`config.mk`:
```
export PLATFORM = sky130hd
export DESIGN_NAME = ext_int_ctrl
export DESIGN_NICKNAME = d
export VERILOG_FILES = /design/src/rtl/Pu_interrupt.sv /design/src/rtl/irq_sync.sv /design/src/rtl/ext_int_ctrl.sv
export SDC_FILE = /design/constraint.sdc
export NUM_CORES = 1
export LEC_CHECK = 0
export BUFFER_PORTS_ARGS = -buffer_cell sky130_fd_sc_hd__buf_2
export CAP_MARGIN = 0
export CORE_AREA = 2 2 99 101
export DETAILED_ROUTE_END_ITERATION = 7
export DIE_AREA = 0 0 101 103
export GPL_ROUTABILITY_DRIVEN = 0
export PLACE_DENSITY = 0.74
export SETUP_SLACK_MARGIN = 0.3
export SKIP_LAST_GASP = 1
export SLEW_MARGIN = 20
export SYNTH_ARGS = -nofsm -noshare
export SYNTH_HDL_FRONTEND = slang
export SYNTH_SLANG_ARGS = --single-unit
```
`constraint.sdc`:
```
create_clock -name clk -period 2 [get_ports clk]
set_clock_uncertainty 0.2 [all_clocks]
set_input_delay 0.1 -clock clk [delete_from_list [all_inputs] [get_ports clk]]
set_output_delay 0.1 -clock clk [all_outputs]
set_load 0.05 [all_outputs]
```
`src/rtl/Pu_interrupt.sv`:
```
// Shared definitions for the external interrupt controller: register map,
// controller FSM encoding and CLAIM register layout.
package Pu_interrupt;

    localparam logic [1:0] EXT_INT_ENABLE  = 2'd0;
    localparam logic [1:0] EXT_INT_EDGE    = 2'd1;
    localparam logic [1:0] EXT_INT_PENDING = 2'd2;
    localparam logic [1:0] EXT_INT_CLAIM   = 2'd3;

    typedef enum logic [1:0] {
        EXT_IDLE = 2'd0,
        EXT_REQ  = 2'd1,
        EXT_GAP  = 2'd2
    } Ext_int_state;

    localparam int CLAIM_VALID_BIT = 31;

endpackage

```
`src/rtl/irq_sync.sv`:
```
// One interrupt line: multi-flop synchroniser followed by a previous-value
// flop, giving the synchronised level and a one-cycle rising-edge strobe.
module irq_sync #(
    parameter int SYNC_STAGES = 2
) (
    input  logic clk,
    input  logic reset,
    input  logic irq_async,
    output logic level,
    output logic rise
);

    logic [SYNC_STAGES-1:0] sync_q, sync_d;
    logic                   prev_q, prev_d;

    always_comb begin
        sync_d = {sync_q[SYNC_STAGES-2:0], irq_async};
        prev_d = sync_q[SYNC_STAGES-1];
    end

    always_ff @(posedge clk) begin
        if (reset) begin
            sync_q <= '0;
            prev_q <= 1'b0;
        end else begin
            sync_q <= sync_d;
            prev_q <= prev_d;
        end
    end

    assign level = sync_q[SYNC_STAGES-1];
    assign rise  = level & ~prev_q;

endmodule

```
`src/rtl/ext_int_ctrl.sv`:
```
// External interrupt controller: synchronises device lines, keeps a masked
// pending set and presents the lowest-index eligible source to the scheduler.
module ext_int_ctrl
    import Pu_interrupt::*;
#(
    parameter int NUM_SRC     = 16,
    parameter int SYNC_STAGES = 2,
    parameter int ID_W        = $clog2(NUM_SRC)
) (
    input  logic               clk,
    input  logic               reset,
    input  logic [NUM_SRC-1:0] irq_in,
    input  logic               cfg_we,
    input  logic [1:0]         cfg_addr,
    input  logic [31:0]        cfg_wdata,
    output logic [31:0]        cfg_rdata,
    output logic               base_ext_input,
    input  logic               base_ext_input_ack,
    output logic [ID_W-1:0]    int_id,
    output logic               pend_any
);

    logic [NUM_SRC-1:0] sync_level, sync_rise;

    for (genvar g = 0; g < NUM_SRC; g++) begin : g_sync
        irq_sync #(.SYNC_STAGES(SYNC_STAGES)) u_irq_sync (
            .clk       (clk),
            .reset     (reset),
            .irq_async (irq_in[g]),
            .level     (sync_level[g]),
            .rise      (sync_rise[g])
        );
    end

    logic [NUM_SRC-1:0] enable_q, enable_d;
    logic [NUM_SRC-1:0] edge_q, edge_d;
    logic [NUM_SRC-1:0] pending_q, pending_d;
    logic               claim_valid_q, claim_valid_d;
    logic [ID_W-1:0]    claim_id_q, claim_id_d;
    logic [ID_W-1:0]    int_id_q, int_id_d;
    logic               pend_any_q, pend_any_d;
    Ext_int_state       state_q, state_d;

    logic [NUM_SRC-1:0] w1c;
    logic [NUM_SRC-1:0] eligible;
    logic [ID_W-1:0]    lowest_id;
    logic               ack_fire;
    logic               unused_wdata;

    assign unused_wdata = ^cfg_wdata;
    assign eligible     = pending_q & enable_q;
    assign ack_fire     = (state_q == EXT_REQ) && base_ext_input_ack;

    always_comb begin
        lowest_id = '0;
        for (int i = NUM_SRC - 1; i >= 0; i--) begin
            if (eligible[i]) lowest_id = ID_W'(i);
        end
    end

    always_comb begin
        enable_d      = enable_q;
        edge_d        = edge_q;
        claim_valid_d = claim_valid_q;
        claim_id_d    = claim_id_q;
        int_id_d      = int_id_q;
        state_d       = state_q;
        w1c           = '0;
        pend_any_d    = |eligible;

        if (cfg_we) begin
            case (cfg_addr)
                EXT_INT_ENABLE:  enable_d = cfg_wdata[NUM_SRC-1:0];
                EXT_INT_EDGE:    edge_d   = cfg_wdata[NUM_SRC-1:0];
                EXT_INT_PENDING: w1c      = cfg_wdata[NUM_SRC-1:0];
                default:         claim_valid_d = 1'b0;
            endcase
        end

        // Edge sources: a new rising edge beats any clear landing in the same cycle.
        for (int i = 0; i < NUM_SRC; i++) begin
            if (edge_q[i]) begin
                pending_d[i] = sync_rise[i] |
                               (pending_q[i] & ~w1c[i] &
                                ~(ack_fire && (int_id_q == ID_W'(i))));
            end else begin
                pending_d[i] = sync_level[i];
            end
        end

        case (state_q)
            EXT_IDLE: begin
                if (|eligible) begin
                    int_id_d = lowest_id;
                    state_d  = EXT_REQ;
                end
            end
            EXT_REQ: begin
                if (base_ext_input_ack) begin
                    claim_valid_d = 1'b1;
                    claim_id_d    = int_id_q;
                    state_d       = EXT_GAP;
                end else if (!eligible[int_id_q]) begin
                    state_d = EXT_IDLE;
                end
            end
            default: state_d = EXT_IDLE;
        endcase
    end

    always_ff @(posedge clk) begin
        if (reset) begin
            enable_q      <= '0;
            edge_q        <= '0;
            pending_q     <= '0;
            claim_valid_q <= 1'b0;
            claim_id_q    <= '0;
            int_id_q      <= '0;
            pend_any_q    <= 1'b0;
            state_q       <= EXT_IDLE;
        end else begin
            enable_q      <= enable_d;
            edge_q        <= edge_d;
            pending_q     <= pending_d;
            claim_valid_q <= claim_valid_d;
            claim_id_q    <= claim_id_d;
            int_id_q      <= int_id_d;
            pend_any_q    <= pend_any_d;
            state_q       <= state_d;
        end
    end

    always_comb begin
        cfg_rdata = '0;
        case (cfg_addr)
            EXT_INT_ENABLE:  cfg_rdata[NUM_SRC-1:0] = enable_q;
            EXT_INT_EDGE:    cfg_rdata[NUM_SRC-1:0] = edge_q;
            EXT_INT_PENDING: cfg_rdata[NUM_SRC-1:0] = pending_q;
            default: begin
                cfg_rdata[CLAIM_VALID_BIT] = claim_valid_q;
                cfg_rdata[ID_W-1:0]        = claim_id_q;
            end
        endcase
    end

    assign base_ext_input = (state_q == EXT_REQ);
    assign int_id         = int_id_q;
    assign pend_any       = pend_any_q;

endmodule
```
==> run_results.csv <==
group,metric,value,unit
status,status,"complete, but fails checks",
grt,antenna_found_initial,0,
worst_setup_path,path_cells,"a22oi_2, nand4_1, o21ai_4, nand4b_1, a21oi_1",
timing,rsz0062_at_grt,"yes",
logic_synthesis,syn_avg_cell_area,8.42,sq um
worst_setup_path,cp_slowest_stage_delay,0.35,ns
placed_design,place_area,0.00492,sq mm
placed_design,dpl.cell_count,696,
timing,max_freq,590,MHz
routing,vias_per_cell,5.27,
power,vdd_drop_max,0.000404,V
die,core,0.00946,sq mm
routing,wirelength,11200,um
grt,met2_usage,36.2,%
routing,drt_iter0_drc,265,
worst_setup_path,worst-path-max-fanout,7,
clock_network,clkTransAtPathRegs,0.10,ns
timing,slew_headroom,65.2,%
placed_design,pre_cts_ws,0.247,ns
worst_setup_path,r2r_cells,5,
worst_setup_path,critPathArrivalTime,1.75,ns
power,p_clk_share,34.8,%
clock_network,cts.sinks,108,
worst_setup_path,worst-path-buf-inv,0,
finish,multi_input_area,0.00222,sq mm
grt,gr-total-overflow,0,
logic_synthesis,syn_area,0.00453,sq mm
min_path,min_from,"reset",
clock_network,cts_made_buffers,9,
die,die_h,103,um
routing,wire_per_inst,14.6,um
logic_synthesis,synth_top_area_cell,"dfxtp_1",
timing,drv_slew,0,
finish,fin_nets,701,
grt,grt_first_pass_wirelength,17700,um
placed_design,port_buffers,60,
die,rows,36,
timing,final.period_utilization,84.7,%
routing,vias,4036,
finish,final_cell_mix,"173 x nand2_1, 90 x dfxtp_1, 49 x nor2b_1, 49 x buf_2, 44 x dlygate4sd3_1",
power,p_per_area,727,mW/mm^2
logic_synthesis,synth-edff-count,0,
die,die_w,101,um
power,seqPwrFrac,54.1,%
worst_setup_path,r2r_end,"int_id[1]",
logic_synthesis,async_flop_share,0,%
power,internal_power,3.12,mW
finish,register_area,0.00219,sq mm
logic_synthesis,yosysUniqueCellTypes,42,
logic_synthesis,seq_area_frac_synth,47.7,%
finish,fin_util,61.0,%
placed_design,dp_hpwl,7400,um
finish,n_antenna_cell,0,
clock_network,clk_latency,0.38,ns
routing,detail-route-antenna-nets,0,
clock_network,root_buffer,"clkbuf_8",
die,ios,92,
finish,syn_to_final_growth,27.4,%
logic_synthesis,yosys-top-cells-area,"dfxtp_1 48%, nand2_1 14%, nor2b_1 6.8%, a21oi_1 4.5%, mux4_2 4.0%",
clock_network,clock_path_buffers,2,
worst_setup_path,path_delay_family,"compound AO/OA/AOI/OAI gates",
timing,finalHoldViolations,10,
routing,drc,0,
grt,grt_use_met1,29.1,%
power,total_power,4.19,mW
logic_synthesis,synth_top_area_share,47.7,%
grt,grt-busiest-layer,"met2",
worst_setup_path,r2r_start,"enable_q[4]",
logic_synthesis,ys_dominant_reg_cell,"dfxtp_1",
worst_setup_path,regToRegSetupSlack,0.31,ns
die,start_util,47.9,%
finish,final_common_cell,"nand2_1",
min_path,hold_class,"in -> reg",
power,swShare,25.6,%
worst_setup_path,critical_path_class,"reg -> reg",
job,maxCapViolations,0,
finish,final_layout_size_suffix_gt1_share,21.5,%
timing,setup_violations,0,
finish,fin_area,0.00577,sq mm
power,switching_power,1.07,mW
grt,grt_pass1_vias,3647,
timing,tightestPinTransition,0.520,ns
finish,n_fill_cell,824,
timing,whs,-0.0212,ns
worst_setup_path,cpMaxStageDelayCell,"dfxtp_2",
status,failed_checks,"hold timing",
power,p_comb_share,11.2,%
routing,dr.pass1.iters,5,
clock_network,htreeDepth,3,
die,dieArea,0.0104,sq mm
worst_setup_path,crit_required,2.06,ns
grt,use_met3,3.66,%
grt,grtUsageTotal,22.2,%
min_path,hold_path_depth,2,
clock_network,cts_tree,"yes",
timing,fin_tns_setup,0,ns
logic_synthesis,synthCells,538,
worst_setup_path,worstSetupEndpointType,"flop",
power,power_leakage,2.30,nW
finish,final_cells,766,
min_path,holdPathEnd,"enable_q[13]",
logic_synthesis,yosys_warnings,0,
grt,grt_max_degree,44,
timing,fin_crit,1.69,ns
logic_synthesis,ys_seq_elements,108,
timing,fin_ws,0.306,ns
worst_setup_path,cp-start-kind,"flop",
## power by group through the flow
stage	clock network (mW)	registers (mW)	logic, mW
6_report	1.46	2.27	0.468
5_1_grt	1.58	2.28	0.506
4_1_cts	1.49	2.26	0.454
3_5_place_dp	0	2.31	0.384
3_3_place_gp	0	2.31	0.379
2_1_floorplan	0	2.30	0.290
## sequential cells by signal (all words and copies together), names as in the netlist
name,cells
g_sync.u_irq_sync.sync_q,32
edge_q,16
enable_q,16
g_sync.u_irq_sync.prev_q,16
pending_q,16
claim_id_q,4
int_id,4
state_q,2
claim_valid_q,1
pend_any,1
## cells in the mapped netlist, types with 2 or more instances
library cell	number
buf_1	3
buf_4	17
or3_1	2
a21boi_0	2
nand3b_1	4
o21ai_1	11
nand3_1	6
clkbuf_1	13
nor2_1	5
buf_2	9
o21ai_0	19
nand2b_1	4
mux2i_1	12
dfxtp_1	108
mux4_2	8
and2_1	3
a211oi_1	17
nand2_1	174
a21oi_1	41
a22oi_1	7
inv_1	2
nand4_1	3
nor2b_1	49
## worst reg2reg max path: stages, from the launching register on
cell      delay, ns
dfxtp_2        0.35
a22oi_2        0.29
nand4_1        0.25
o21ai_4        0.27
nand4b_1       0.14
a21oi_1        0.07
## area by class of cell
type	count	area share [%]
clock buffer	9	2.15
clock inverter	7	1.71
multi-input combinational	399	38.5
timing repair buffer	127	17.1
tap	114	2.47
inverter	2	0.130
sequential	108	37.9
## repair_timing
| item | in CTS | in global routing |
|---|---|---|
| setup endpoints to repair | 9 | 33 |
| pin swaps | 1 | 7 |
| hold buffers | 42 | 2 |
| resized for setup | 19 | 28 |
| setup buffers | 3 | 7 |
| hold endpoints to repair | 78 | 2 |
| cloned | 0 | 0 |
## per-layer routing
metal,share of wire [%],up-vias
met5,0,-
met4,3.0,0
li1,-,1993
met1,45,1855
met2,47,161
met3,5.9,27
## kinds of logic (layout without fill, tap and decap cells)
kind of cell,after synthesis,count (layout),synth area share [%]
other,1,15,0.0828
AOI/OAI and AO/OA,106,106,13.9
muxes,20,20,6.63
and+or+nand+nor,258,258,26.1
buffers and inverters,45,145,5.55
DFF,108,108,47.7
## how the worst max path moves through the flow
stage,startpoint,to,cells after the start
2_1_floorplan,state_q[0],pending_q[12],5
3_3_place_gp,pending_q[8],int_id[1],5
3_5_place_dp,pending_q[3],int_id[1],5
4_1_cts,enable_q[0],cfg_rdata[0],2
5_1_grt,enable_q[4],int_id[2],5
6_report,enable_q[4],int_id[1],5
(Power assumes the default switching activity.)
